--- config.mk ---
export PLATFORM = sky130hd
export DESIGN_NAME = result_window_accumulator
export DESIGN_NICKNAME = d
export VERILOG_FILES = /design/src/rtl/result_window_accumulator.sv
export SDC_FILE = /design/constraint.sdc
export NUM_CORES = 1
export LEC_CHECK = 0
export ABC_AREA = 1
export CORE_MARGIN = 2
export CORE_UTILIZATION = 56
export CTS_BUF_LIST = sky130_fd_sc_hd__clkbuf_8 sky130_fd_sc_hd__clkbuf_16
export CTS_CLUSTER_DIAMETER = 80
export DETAILED_ROUTE_END_ITERATION = 12
export PLACE_DENSITY = 0.8
export SLEW_MARGIN = 20
export SYNTH_ARGS = -nofsm -noshare
export SYNTH_HDL_FRONTEND = slang
export SYNTH_SLANG_ARGS = --single-unit
--- constraint.sdc ---
create_clock -name clk -period 2.6 [get_ports clk]
set_clock_uncertainty 0.2 [all_clocks]
set_input_delay 0.26 -clock clk [delete_from_list [all_inputs] [get_ports clk]]
set_output_delay 0.26 -clock clk [all_outputs]
set_load 0.01 [all_outputs]
--- src/rtl/result_window_accumulator.sv ---
// -----------------------------------------------------------------------------
// result_window_accumulator
//
// Purpose:
//   Sums fixed-length windows of consecutive valid result words coming from a
//   compute unit. Each window sum is held in a one-deep registered output slot
//   with a valid/ready handshake. The input is never stalled. A window that
//   closes while the slot is still occupied is dropped and counted.
//
// Ports:
//   clk            clock, rising edge
//   reset          synchronous, active-high reset
//   result_in      result word (unsigned, resultWidth bits)
//   result_valid   result_in is meaningful this cycle
//   flush          close the current window early (partial window)
//   sum_out        window sum (sumWidth bits)
//   sum_count      number of results contained in sum_out
//   sum_partial    sum_out came from a flush rather than a full window
//   sum_valid      output slot occupied
//   sum_ready      downstream accepts sum_out when high with sum_valid
//   overrun        sticky: at least one window was dropped
//   overrun_count  number of dropped windows, saturating at all-ones
//
// Optional feature (macro RESULT_ACC_SATURATE_EN):
//   When defined, an addition that overflows sumWidth clamps the accumulator
//   to all-ones for the rest of the window. When undefined, the accumulator
//   wraps modulo 2^sumWidth.
// -----------------------------------------------------------------------------
module result_window_accumulator #(
  parameter int resultWidth  = 32,
  parameter int sumWidth     = 40,
  parameter int windowLength = 16,
  parameter int countWidth   = 8,
  parameter int overrunWidth = 8
) (
  input  logic                    clk,
  input  logic                    reset,
  input  logic [resultWidth-1:0]  result_in,
  input  logic                    result_valid,
  input  logic                    flush,
  output logic [sumWidth-1:0]     sum_out,
  output logic [countWidth-1:0]   sum_count,
  output logic                    sum_partial,
  output logic                    sum_valid,
  input  logic                    sum_ready,
  output logic                    overrun,
  output logic [overrunWidth-1:0] overrun_count
);

  localparam logic [countWidth-1:0] LAST_IDX = countWidth'(windowLength - 1);
  localparam logic [countWidth-1:0] FULL_CNT = countWidth'(windowLength);

  logic [sumWidth-1:0]     acc_reg, acc_next;
  logic [countWidth-1:0]   sample_cnt_reg, sample_cnt_next;
  logic [sumWidth-1:0]     sum_out_reg, sum_out_next;
  logic [countWidth-1:0]   sum_count_reg, sum_count_next;
  logic                    sum_partial_reg, sum_partial_next;
  logic                    sum_valid_reg, sum_valid_next;
  logic                    overrun_reg, overrun_next;
  logic [overrunWidth-1:0] overrun_count_reg, overrun_count_next;

  logic [sumWidth-1:0]     add_sum;
  logic [sumWidth-1:0]     window_sum;
  logic [countWidth-1:0]   window_cnt;
  logic                    full_close, flush_close, any_close, slot_free;

`ifdef RESULT_ACC_SATURATE_EN
  // One extra bit catches the carry; once acc is all-ones any nonzero
  // addition carries again, so the window stays clamped.
  logic [sumWidth:0] add_wide;
  assign add_wide = {1'b0, acc_reg} + (sumWidth + 1)'(result_in);
  assign add_sum  = add_wide[sumWidth] ? {sumWidth{1'b1}} : add_wide[sumWidth-1:0];
`else
  assign add_sum = acc_reg + sumWidth'(result_in);
`endif

  // window_sum/window_cnt describe the window as it would close this cycle,
  // including the sample arriving now.
  assign window_sum  = result_valid ? add_sum : acc_reg;
  assign window_cnt  = sample_cnt_reg + countWidth'(result_valid);
  assign full_close  = result_valid && (sample_cnt_reg == LAST_IDX);
  // A flush coinciding with a full close is absorbed by it; an empty flush
  // is a no-op.
  assign flush_close = flush && !full_close && (window_cnt != '0);
  assign any_close   = full_close || flush_close;
  assign slot_free   = !sum_valid_reg || sum_ready;

  always_comb begin
    acc_next           = window_sum;
    sample_cnt_next    = window_cnt;
    sum_out_next       = sum_out_reg;
    sum_count_next     = sum_count_reg;
    sum_partial_next   = sum_partial_reg;
    sum_valid_next     = sum_valid_reg && !sum_ready;
    overrun_next       = overrun_reg;
    overrun_count_next = overrun_count_reg;

    if (any_close) begin
      acc_next        = '0;
      sample_cnt_next = '0;
      if (slot_free) begin
        sum_out_next     = window_sum;
        sum_count_next   = full_close ? FULL_CNT : window_cnt;
        sum_partial_next = !full_close;
        sum_valid_next   = 1'b1;
      end else begin
        overrun_next = 1'b1;
        if (overrun_count_reg != {overrunWidth{1'b1}}) begin
          overrun_count_next = overrun_count_reg + 1'b1;
        end
      end
    end
  end

  always_ff @(posedge clk) begin
    if (reset) begin
      acc_reg           <= '0;
      sample_cnt_reg    <= '0;
      sum_out_reg       <= '0;
      sum_count_reg     <= '0;
      sum_partial_reg   <= 1'b0;
      sum_valid_reg     <= 1'b0;
      overrun_reg       <= 1'b0;
      overrun_count_reg <= '0;
    end else begin
      acc_reg           <= acc_next;
      sample_cnt_reg    <= sample_cnt_next;
      sum_out_reg       <= sum_out_next;
      sum_count_reg     <= sum_count_next;
      sum_partial_reg   <= sum_partial_next;
      sum_valid_reg     <= sum_valid_next;
      overrun_reg       <= overrun_next;
      overrun_count_reg <= overrun_count_next;
    end
  end

  assign sum_out       = sum_out_reg;
  assign sum_count     = sum_count_reg;
  assign sum_partial   = sum_partial_reg;
  assign sum_valid     = sum_valid_reg;
  assign overrun       = overrun_reg;
  assign overrun_count = overrun_count_reg;

endmodule

==> results of run 1 <==
per-layer routing:
metal	vias up	wire [µm]
met2	232	9680
met5	-	0
met4	0	433
li1	4014	-
met3	32	1320
met1	3418	9870
worst min-delay path by stage:
stage	startpoint	to	slack, ps	depth (start not counted)
after CTS	result_valid	sample_cnt_reg[0]	150	4
final	result_valid	sample_cnt_reg[0]	170	4
after detailed placement	sum_count[6]	sum_count[6]	260	2
after floorplan	acc_reg[39]	acc_reg[39]	260	2
after global routing	result_valid	sample_cnt_reg[0]	190	4
after global placement	sum_count[7]	sum_count[7]	260	2
layout make-up:
cell class                 instances  area share [%]
clock buffer                       9            2.46
clock inverter                     7           0.999
inverter                         193            7.92
multi-input combinational        872            45.6
sequential                       107            23.4
tap                              172            2.35
timing repair buffer             173            17.2
logic make-up (layout without fill, tap and decap cells):
kind of cell / Yosys count / after routing / share of synthesized area [%]
multiplexers: 3 / 3 / 0.418
XOR/XNOR: 18 / 18 / 2.20
AND/OR/NAND/NOR: 697 / 697 / 40.1
flip-flops: 107 / 107 / 29.8
AO/OA/AOI/OAI: 118 / 118 / 8.80
buffers and inverters: 222 / 382 / 12.2
adder cells (fa/ha/maj): 36 / 36 / 6.38
power by group through the flow:
stage	Clock (mW)	Sequential, mW	Combinational (mW)
2_1_floorplan	0	1.92	0.912
3_3_place_gp	0	1.89	1.60
3_5_place_dp	0	1.90	1.62
4_1_cts	1.50	1.86	1.63
5_1_grt	1.55	1.88	1.85
6_report	1.47	1.86	1.65
metrics by stage:
step | TNS, ps | setup slack, ps | utilization (%) | total power [mW] | instances
4_1_cts | 0 | 143 | 72.6 | 4.99 | 1533
5_1_grt | 0 | 0.750 | 72.8 | 5.27 | 1533
6_report | 0 | 173 | 72.8 | 4.98 | 1533
3_3_place_gp | -2250 | -147 | 70.1 | 3.49 | 1517
3_5_place_dp | -4220 | -208 | 70.1 | 3.52 | 1517
2_1_floorplan | 0 | 427 | - | 2.83 | 1201
worst max-delay path: stages:
cell                              delay [ps]
sky130_fd_sc_hd__clkdlybuf4s50_1         460
sky130_fd_sc_hd__ha_1                    160
sky130_fd_sc_hd__inv_1                    60
sky130_fd_sc_hd__fa_1                    410
sky130_fd_sc_hd__inv_1                   130
sky130_fd_sc_hd__nand3_1                 110
sky130_fd_sc_hd__nand3_1                 200
sky130_fd_sc_hd__nand2_1                 100
sky130_fd_sc_hd__nand2_1                 110
sky130_fd_sc_hd__nand2_1                  70
sky130_fd_sc_hd__nand3_1                 170
sky130_fd_sc_hd__nand2_1                  90
sky130_fd_sc_hd__nand2_1                  80
sky130_fd_sc_hd__a21oi_2                  50
Yosys cell counts (2+ instances only):
| cell | count |
|---|---|
| sky130_fd_sc_hd__a21boi_0 | 4 |
| sky130_fd_sc_hd__a21oi_1 | 79 |
| sky130_fd_sc_hd__a21oi_2 | 4 |
| sky130_fd_sc_hd__buf_1 | 5 |
| sky130_fd_sc_hd__buf_2 | 9 |
| sky130_fd_sc_hd__buf_6 | 3 |
| sky130_fd_sc_hd__clkbuf_1 | 11 |
| sky130_fd_sc_hd__dfxtp_1 | 107 |
| sky130_fd_sc_hd__ha_1 | 35 |
| sky130_fd_sc_hd__inv_1 | 192 |
| sky130_fd_sc_hd__mux2i_1 | 3 |
| sky130_fd_sc_hd__nand2_1 | 422 |
| sky130_fd_sc_hd__nand2_2 | 5 |
| sky130_fd_sc_hd__nand2_4 | 2 |
| sky130_fd_sc_hd__nand3_1 | 70 |
| sky130_fd_sc_hd__nand3b_1 | 7 |
| sky130_fd_sc_hd__nand4_1 | 20 |
| sky130_fd_sc_hd__nor2_1 | 147 |
| sky130_fd_sc_hd__nor2_2 | 2 |
| sky130_fd_sc_hd__nor3_1 | 7 |
| sky130_fd_sc_hd__o21ai_0 | 27 |
| sky130_fd_sc_hd__or2_2 | 10 |
| sky130_fd_sc_hd__xnor2_1 | 8 |
| sky130_fd_sc_hd__xor2_1 | 10 |
repair_timing:
item	in CTS	in global routing
gates resized for setup	0	6
setup buffers	0	0
endpoints found under the setup margin	0	29
==> report_table.html, run 1 <==
<table>
<tr><th>Metric</th><th>Value</th></tr>
<tr><th colspan="2">Power and ir drop</th></tr>
<tr><td>Worst VDD drop</td><td>0.563 mV</td></tr>
<tr><td>Power share of the sequential group</td><td>37.4%</td></tr>
<tr><td>Clock share of power</td><td>29.5%</td></tr>
<tr><td>Net Switching</td><td>1.72 mW</td></tr>
<tr><td>Internal cell power</td><td>3.27 mW</td></tr>
<tr><td>Static power due to leakage</td><td>4.69 nW</td></tr>
<tr><td>Logic gate share of total power</td><td>33.1%</td></tr>
<tr><td>PwrDens</td><td>545 nW/µm²</td></tr>
<tr><td>Switching share of power</td><td>34.5%</td></tr>
<tr><th colspan="2">Critical path</th></tr>
<tr><td>Biggest fanout along the worst timing path</td><td>4</td></tr>
<tr><td>Reg-to-reg slack, setup</td><td>180 ps</td></tr>
<tr><td>End of the worst register-to-register path</td><td>sum_out[39]</td></tr>
<tr><td>Kind of start point of the critical path</td><td>primary input</td></tr>
<tr><td>R2R Path Start</td><td>acc_reg[5]</td></tr>
<tr><td>Startpoint of the worst setup timing path</td><td>result_in[0]</td></tr>
<tr><td>Critical path class</td><td>primary input to flop</td></tr>
<tr><td>Sort of element at the end of the critical path</td><td>flop</td></tr>
<tr><td>Setup crit end</td><td>sum_out[18]</td></tr>
<tr><td>WP data arrival</td><td>2480 ps</td></tr>
<tr><td>Data required time of the critical path</td><td>2650 ps</td></tr>
<tr><td>R2R cell count</td><td>15</td></tr>
<tr><th colspan="2">Floorplan</th></tr>
<tr><td>Initial standard-cell utilization of the core</td><td>57.1%</td></tr>
<tr><td>Top Ports</td><td>96</td></tr>
<tr><td>Die outline width</td><td>117 µm</td></tr>
<tr><td>Area of the placeable core</td><td>12600 µm²</td></tr>
<tr><td>Die height</td><td>117 µm</td></tr>
<tr><td>Floorplan die area</td><td>13700 µm²</td></tr>
<tr><td>Cell row count</td><td>41</td></tr>
<tr><th colspan="2">Final layout</th></tr>
<tr><td>Count of nets after finishing</td><td>1429</td></tr>
<tr><td>Share of post-route cells with drive strength above 1</td><td>9.33%</td></tr>
<tr><td>FF/Latch Area</td><td>2140 µm²</td></tr>
<tr><td>Area of the multi-input gates</td><td>4170 µm²</td></tr>
<tr><td>Antenna diode count</td><td>0</td></tr>
<tr><td>Layout Area Growth over Synthesis</td><td>27.4%</td></tr>
<tr><td>Leading cell types in the layout, fill and taps excluded</td><td>sky130_fd_sc_hd__nand2_1 (422), sky130_fd_sc_hd__inv_1 (192), sky130_fd_sc_hd__nor2_1 (147)</td></tr>
<tr><td>Most common cell after layout, fill and taps aside</td><td>sky130_fd_sc_hd__nand2_1</td></tr>
<tr><td>Number of fill cells</td><td>1115</td></tr>
<tr><td>Final Cell Area</td><td>9140 µm²</td></tr>
<tr><th colspan="2">Synth</th></tr>
<tr><td>Distinct cell type count after synthesis</td><td>36</td></tr>
<tr><td>Top cells by area in the synthesized netlist</td><td>sky130_fd_sc_hd__dfxtp_1 (30%), sky130_fd_sc_hd__nand2_1 (22%), sky130_fd_sc_hd__inv_1 (10%)</td></tr>
<tr><td>Synthesized instance count</td><td>1201</td></tr>
<tr><td>Commonest register cell after synthesis</td><td>sky130_fd_sc_hd__dfxtp_1</td></tr>
<tr><td>Mean area per synthesized cell</td><td>5.98 µm²</td></tr>
<tr><td>Sequential element share of the synthesized area</td><td>29.8%</td></tr>
<tr><td>Library cell with the largest summed area after synthesis</td><td>sky130_fd_sc_hd__dfxtp_1</td></tr>
<tr><td>Synth warn</td><td>0</td></tr>
<tr><td>Post-synthesis net count</td><td>1274</td></tr>
<tr><td>Area share of the leading cell type in the synthesized netlist</td><td>29.8%</td></tr>
<tr><td>Count of state elements after synthesis</td><td>107</td></tr>
<tr><td>EDFF count, synth</td><td>0</td></tr>
<tr><td>Ys async rst share</td><td>0%</td></tr>
<tr><td>Total standard cell area after synthesis</td><td>7180 µm²</td></tr>
<tr><th colspan="2">STA</th></tr>
<tr><td>Number of endpoints with negative hold slack in the final report</td><td>0</td></tr>
<tr><td>Slew headroom</td><td>71.8%</td></tr>
<tr><td>Max Slew Vio Count</td><td>0</td></tr>
<tr><td>Fmax</td><td>412 MHz</td></tr>
<tr><td>Final setup fails</td><td>0</td></tr>
<tr><td>Final period utilization</td><td>93.3%</td></tr>
<tr><td>Slew at the pin closest to its max-slew limit</td><td>422 ps</td></tr>
<tr><td>RSZ-0062 raised after global routing</td><td>false</td></tr>
<tr><td>Worst hold-check slack</td><td>169 ps</td></tr>
<tr><td>Clock period minus worst slack</td><td>2430 ps</td></tr>
<tr><th colspan="2">Clocking</th></tr>
<tr><td>Max Root-Sink Buffers</td><td>2</td></tr>
<tr><td>Cts-stage hold buffer count</td><td>0</td></tr>
<tr><td>Total number of H-tree levels</td><td>3</td></tr>
<tr><td>Clock-pin slew on the worst setup and hold paths</td><td>80 ps</td></tr>
<tr><td>Number of clock sinks</td><td>107</td></tr>
<tr><td>TritonCTS Buffers</td><td>9</td></tr>
<tr><td>Clock tree from TritonCTS</td><td>built</td></tr>
<tr><td>CTS Root Cell</td><td>sky130_fd_sc_hd__clkbuf_16</td></tr>
<tr><td>Clock latency on the worst-skew pair</td><td>370 ps</td></tr>
<tr><th colspan="2">Hold path</th></tr>
<tr><td>Worst min-delay path category</td><td>primary input to flop</td></tr>
<tr><th colspan="2">Global route</th></tr>
<tr><td>Number of antenna violations at the first check in global routing</td><td>0</td></tr>
<tr><td>GR Overflow Total</td><td>0</td></tr>
<tr><td>Met2 capacity usage during global routing</td><td>54.9%</td></tr>
<tr><td>Pin count of the biggest net entering global routing</td><td>42</td></tr>
<tr><td>GR met3 Demand/Resource</td><td>6.95%</td></tr>
<tr><td>Met1 layer usage reported by global route</td><td>41.4%</td></tr>
<tr><td>Global Route Usage Sum</td><td>32.4%</td></tr>
<tr><td>Global route hottest layer</td><td>met2</td></tr>
<tr><td>Global-route wire length before repair</td><td>34.5 mm</td></tr>
<tr><td>Via count of the first global-routing pass</td><td>7165</td></tr>
<tr><th colspan="2">Routing</th></tr>
<tr><td>Mean number of vias per cell</td><td>5.02</td></tr>
<tr><td>Detail Route Antenna Nets</td><td>0</td></tr>
<tr><td>Remaining routing DRC violations</td><td>0</td></tr>
<tr><td>Count of TritonRoute iterations in the first routing pass</td><td>7</td></tr>
<tr><td>Post-DR wirelength/cell</td><td>13.9 µm</td></tr>
<tr><td>Violation count after the first detailed-routing iteration</td><td>498</td></tr>
<tr><td>Vias after detailed routing</td><td>7696</td></tr>
<tr><td>Sum of routed wire length over all layers</td><td>21.3 mm</td></tr>
<tr><th colspan="2">Placement</th></tr>
<tr><td>Final HPWL DP</td><td>16.7 mm</td></tr>
<tr><td>Post-detailed-placement cell area</td><td>8810 µm²</td></tr>
<tr><td>Final weighted congestion of routability-driven global placement</td><td>1.05</td></tr>
<tr><td>Count of port buffers added during placement</td><td>95</td></tr>
<tr><th colspan="2">Run status</th></tr>
<tr><td>Run status</td><td>complete, no violations</td></tr>
<tr><th colspan="2">Flow run</th></tr>
<tr><td>Max cap viols</td><td>0</td></tr>
</table>
(Power assumes the default switching activity.)
==> run 2, diff against run 1 <==
--- a/config.mk
+++ b/config.mk
@@ -12,7 +12,6 @@
 export CTS_CLUSTER_DIAMETER = 80
 export DETAILED_ROUTE_END_ITERATION = 12
 export PLACE_DENSITY = 0.8
-export SLEW_MARGIN = 20
 export SYNTH_ARGS = -nofsm -noshare
 export SYNTH_HDL_FRONTEND = slang
 export SYNTH_SLANG_ARGS = --single-unit
==> results of run 2 <==
The final DEF is identical to that of run 1; final timing and power are the same.
==> RTL edit, RTL diff (config.mk and constraints of run 1) <==
`overrunWidth`: 8 -> 6.
--- a/src/rtl/result_window_accumulator.sv
+++ b/src/rtl/result_window_accumulator.sv
@@ -31,7 +31,7 @@
   parameter int sumWidth     = 40,
   parameter int windowLength = 16,
   parameter int countWidth   = 8,
-  parameter int overrunWidth = 8
+  parameter int overrunWidth = 6
 ) (
   input  logic                    clk,
   input  logic                    reset,
Ports: changed (resized overrun_count); port bits go from 96 to 94. The function was not compared with the original's and may differ.
==> RTL edit against run 1 <==
- synthesized area down 0.33%
- sequential cell count down 2
- power down 2.3%
- wire length down 1.4%
- non-clock buffer count up 13
- clock power down 9%
- final area up 0.60%
- worst setup slack worse by 0.053 ns
==> RTL edit: results <==
group,metric,value,unit
min_path,hp-class,"primary input to flip-flop",
yosys,yosys_warnings,0,
yosys,async_reset_ff_share,0,%
drt,wl_met1,9300,µm
yosys,synth_area_leaders,"dfxtp_1, nand2_1, inv_1",
clock_network,clk_latency,0.36,ns
global_route,grt_pass1_wl,33500,µm
worst_setup_path,slowest_delay,0.32,ns
yosys,synthAdderAreaFrac,6.40,%
worst_setup_path,worst-path-max-fanout,22,
drt,met3_length,1040,µm
drt,firstDrtPassIters,5,
yosys,ys_types,35,
yosys,synth-seq-area-share,29.4,%
yosys,synth_common_cells,"nand2_1, inv_1, nor2_1",
global_route,antenna_found_initial,0,
cells_and_area,nets,1427,
clock_network,clk_path_buf_depth,2,
place,io_buffers,93,
run_status,status,"finished clean",
drt,wl_met2,9760,µm
yosys,synth_compound_gate_area_share,9.20,%
worst_setup_path,cp.arrival,2.58,ns
clock_network,clk_pin_slew,0.07,ns
global_route,grt_max_degree,62,
place,dpl-instance-area,0.00888,mm²
place,hpwl,16600,µm
drt,vias_per_cell,5.06,
drt,route.top_layer_used,"met4",
cells_and_area,antenna_cells,0,
global_route,grt_use_total,31.5,%
place,gp_congestion,0.987,
drt,route.vias.total,7744,
clock_network,post_cts.repair.setup_buffers,0,
cells_and_area,layout-drive-gt1-share,12.1,%
yosys,synth-xor-area-share,1.96,%
yosys,ys.flop_type,"dfxtp_1",
timing,hold_viol_final,0,
global_route,grt_pass1_vias,7012,
yosys,syn_nets,1259,
drt,drt-initial-drc-count,459,
clock_network,cts_resized,1,
clock_network,cts-root-buf,"clkbuf_16",
cells_and_area,fillers,1098,
pwr,leakage,4.71,nW
worst_setup_path,slowest_stage,"dfxtp_1",
yosys,syn_area_per_cell,6.03,µm²
clock_network,numCtsBuffers,9,
timing,worstMarginPinSlew,0.642,ns
pwr,vdd_drop_max,502,µV
timing,final-setup-viol-count,0,
clock_network,cts-htree-levels,3,
pwr,p_int,0.00319,W
yosys,muxShareOfSynthArea,0.420,%
worst_setup_path,cpLargestDelayFamily,"simple AND/OR/NAND/NOR gates",
drt,drt-total-wl,21000,µm
## RTL edit: cell count changes after synthesis, sizes merged, moves of 2 or more
cell    before  now
a21oi       84   81
dfxtp      107  105
nand4       21   18
nor2       150  148
or2         10   12
nand3       71   74
nand3b       7    5
and2         1    3
nand2      429  421
## RTL edit: worst paths after layout
path | startpoint | end | slack [ns] | depth (start not counted)
min reg2reg | sum_count[0]$_SDFFE_PP0P_ | sum_count[0]$_SDFFE_PP0P_ | 0.27 | 2
max reg2reg | sample_cnt_reg[0]$_SDFF_PP0_ | sum_count[6]$_SDFFE_PP0P_ | 0.12 | 12
max | sample_cnt_reg[0]$_SDFF_PP0_ | sum_count[6]$_SDFFE_PP0P_ | 0.12 | 12
min | result_valid | sample_cnt_reg[0]$_SDFF_PP0_ | 0.11 | 4
## RTL edit: kinds of logic after synthesis
group                      after synthesis
and+or+nand+nor                        688
buffers and inverters                  223
AOI/OAI and AO/OA                      115
DFF                                    105
adders and majority gates               36
xor gates and xnor gates                16
muxes                                    3
## RTL edit: worst register-to-register path, delay by kind of cell, from the launching register on
kind	cells	cell delay, ns
buf+inv	1	0.20
xor+xnor	1	0.22
simple gates	7	0.93
fa+ha+maj	2	0.41
flops	1	0.32
compound gates	1	0.13
## RTL edit: stage by stage
| stage | setup TNS (ns) | worst slack (ns) | hold slack (ns) | util (%) |
|---|---|---|---|---|
| 2_1_floorplan | 0 | 0.427 | 0.261 | - |
| 3_3_place_gp | -2.01 | -0.359 | 0.255 | 70.6 |
| 3_5_place_dp | -3.13 | -0.376 | 0.263 | 70.6 |
| 4_1_cts | 0 | 0.117 | 0.106 | 73.0 |
| 5_1_grt | -1.21 | -0.0826 | 0.137 | 73.2 |
| 6_report | 0 | 0.120 | 0.114 | 73.2 |
## RTL edit: cell type report
type / count / area (µm²) / share of cell area (%)
clock buffer: 10 / 239 / 2.60
clock inverter: 6 / 52.6 / 0.571
inverter: 194 / 728 / 7.92
multi-input combinational: 858 / 4180 / 45.4
sequential: 105 / 2100 / 22.9
tap: 172 / 215 / 2.34
timing repair buffer: 186 / 1690 / 18.3
## RTL edit: power groups by stage
stage | logic [W] | registers, W | clock network [W]
finish | 0.00170 | 0.00183 | 0.00134
global route | 0.00189 | 0.00185 | 0.00142
CTS | 0.00169 | 0.00183 | 0.00136
detailed placement | 0.00168 | 0.00186 | 0
global placement | 0.00165 | 0.00186 | 0
floorplan | 0.000937 | 0.00189 | 0
## RTL edit: per-layer routing
layer / track usage (%) / vias up
met5: 0 / -
met4: 13.9 / 0
met3: 7.11 / 46
met2: 52.8 / 185
met1: 38.8 / 3521
li1: - / 3992
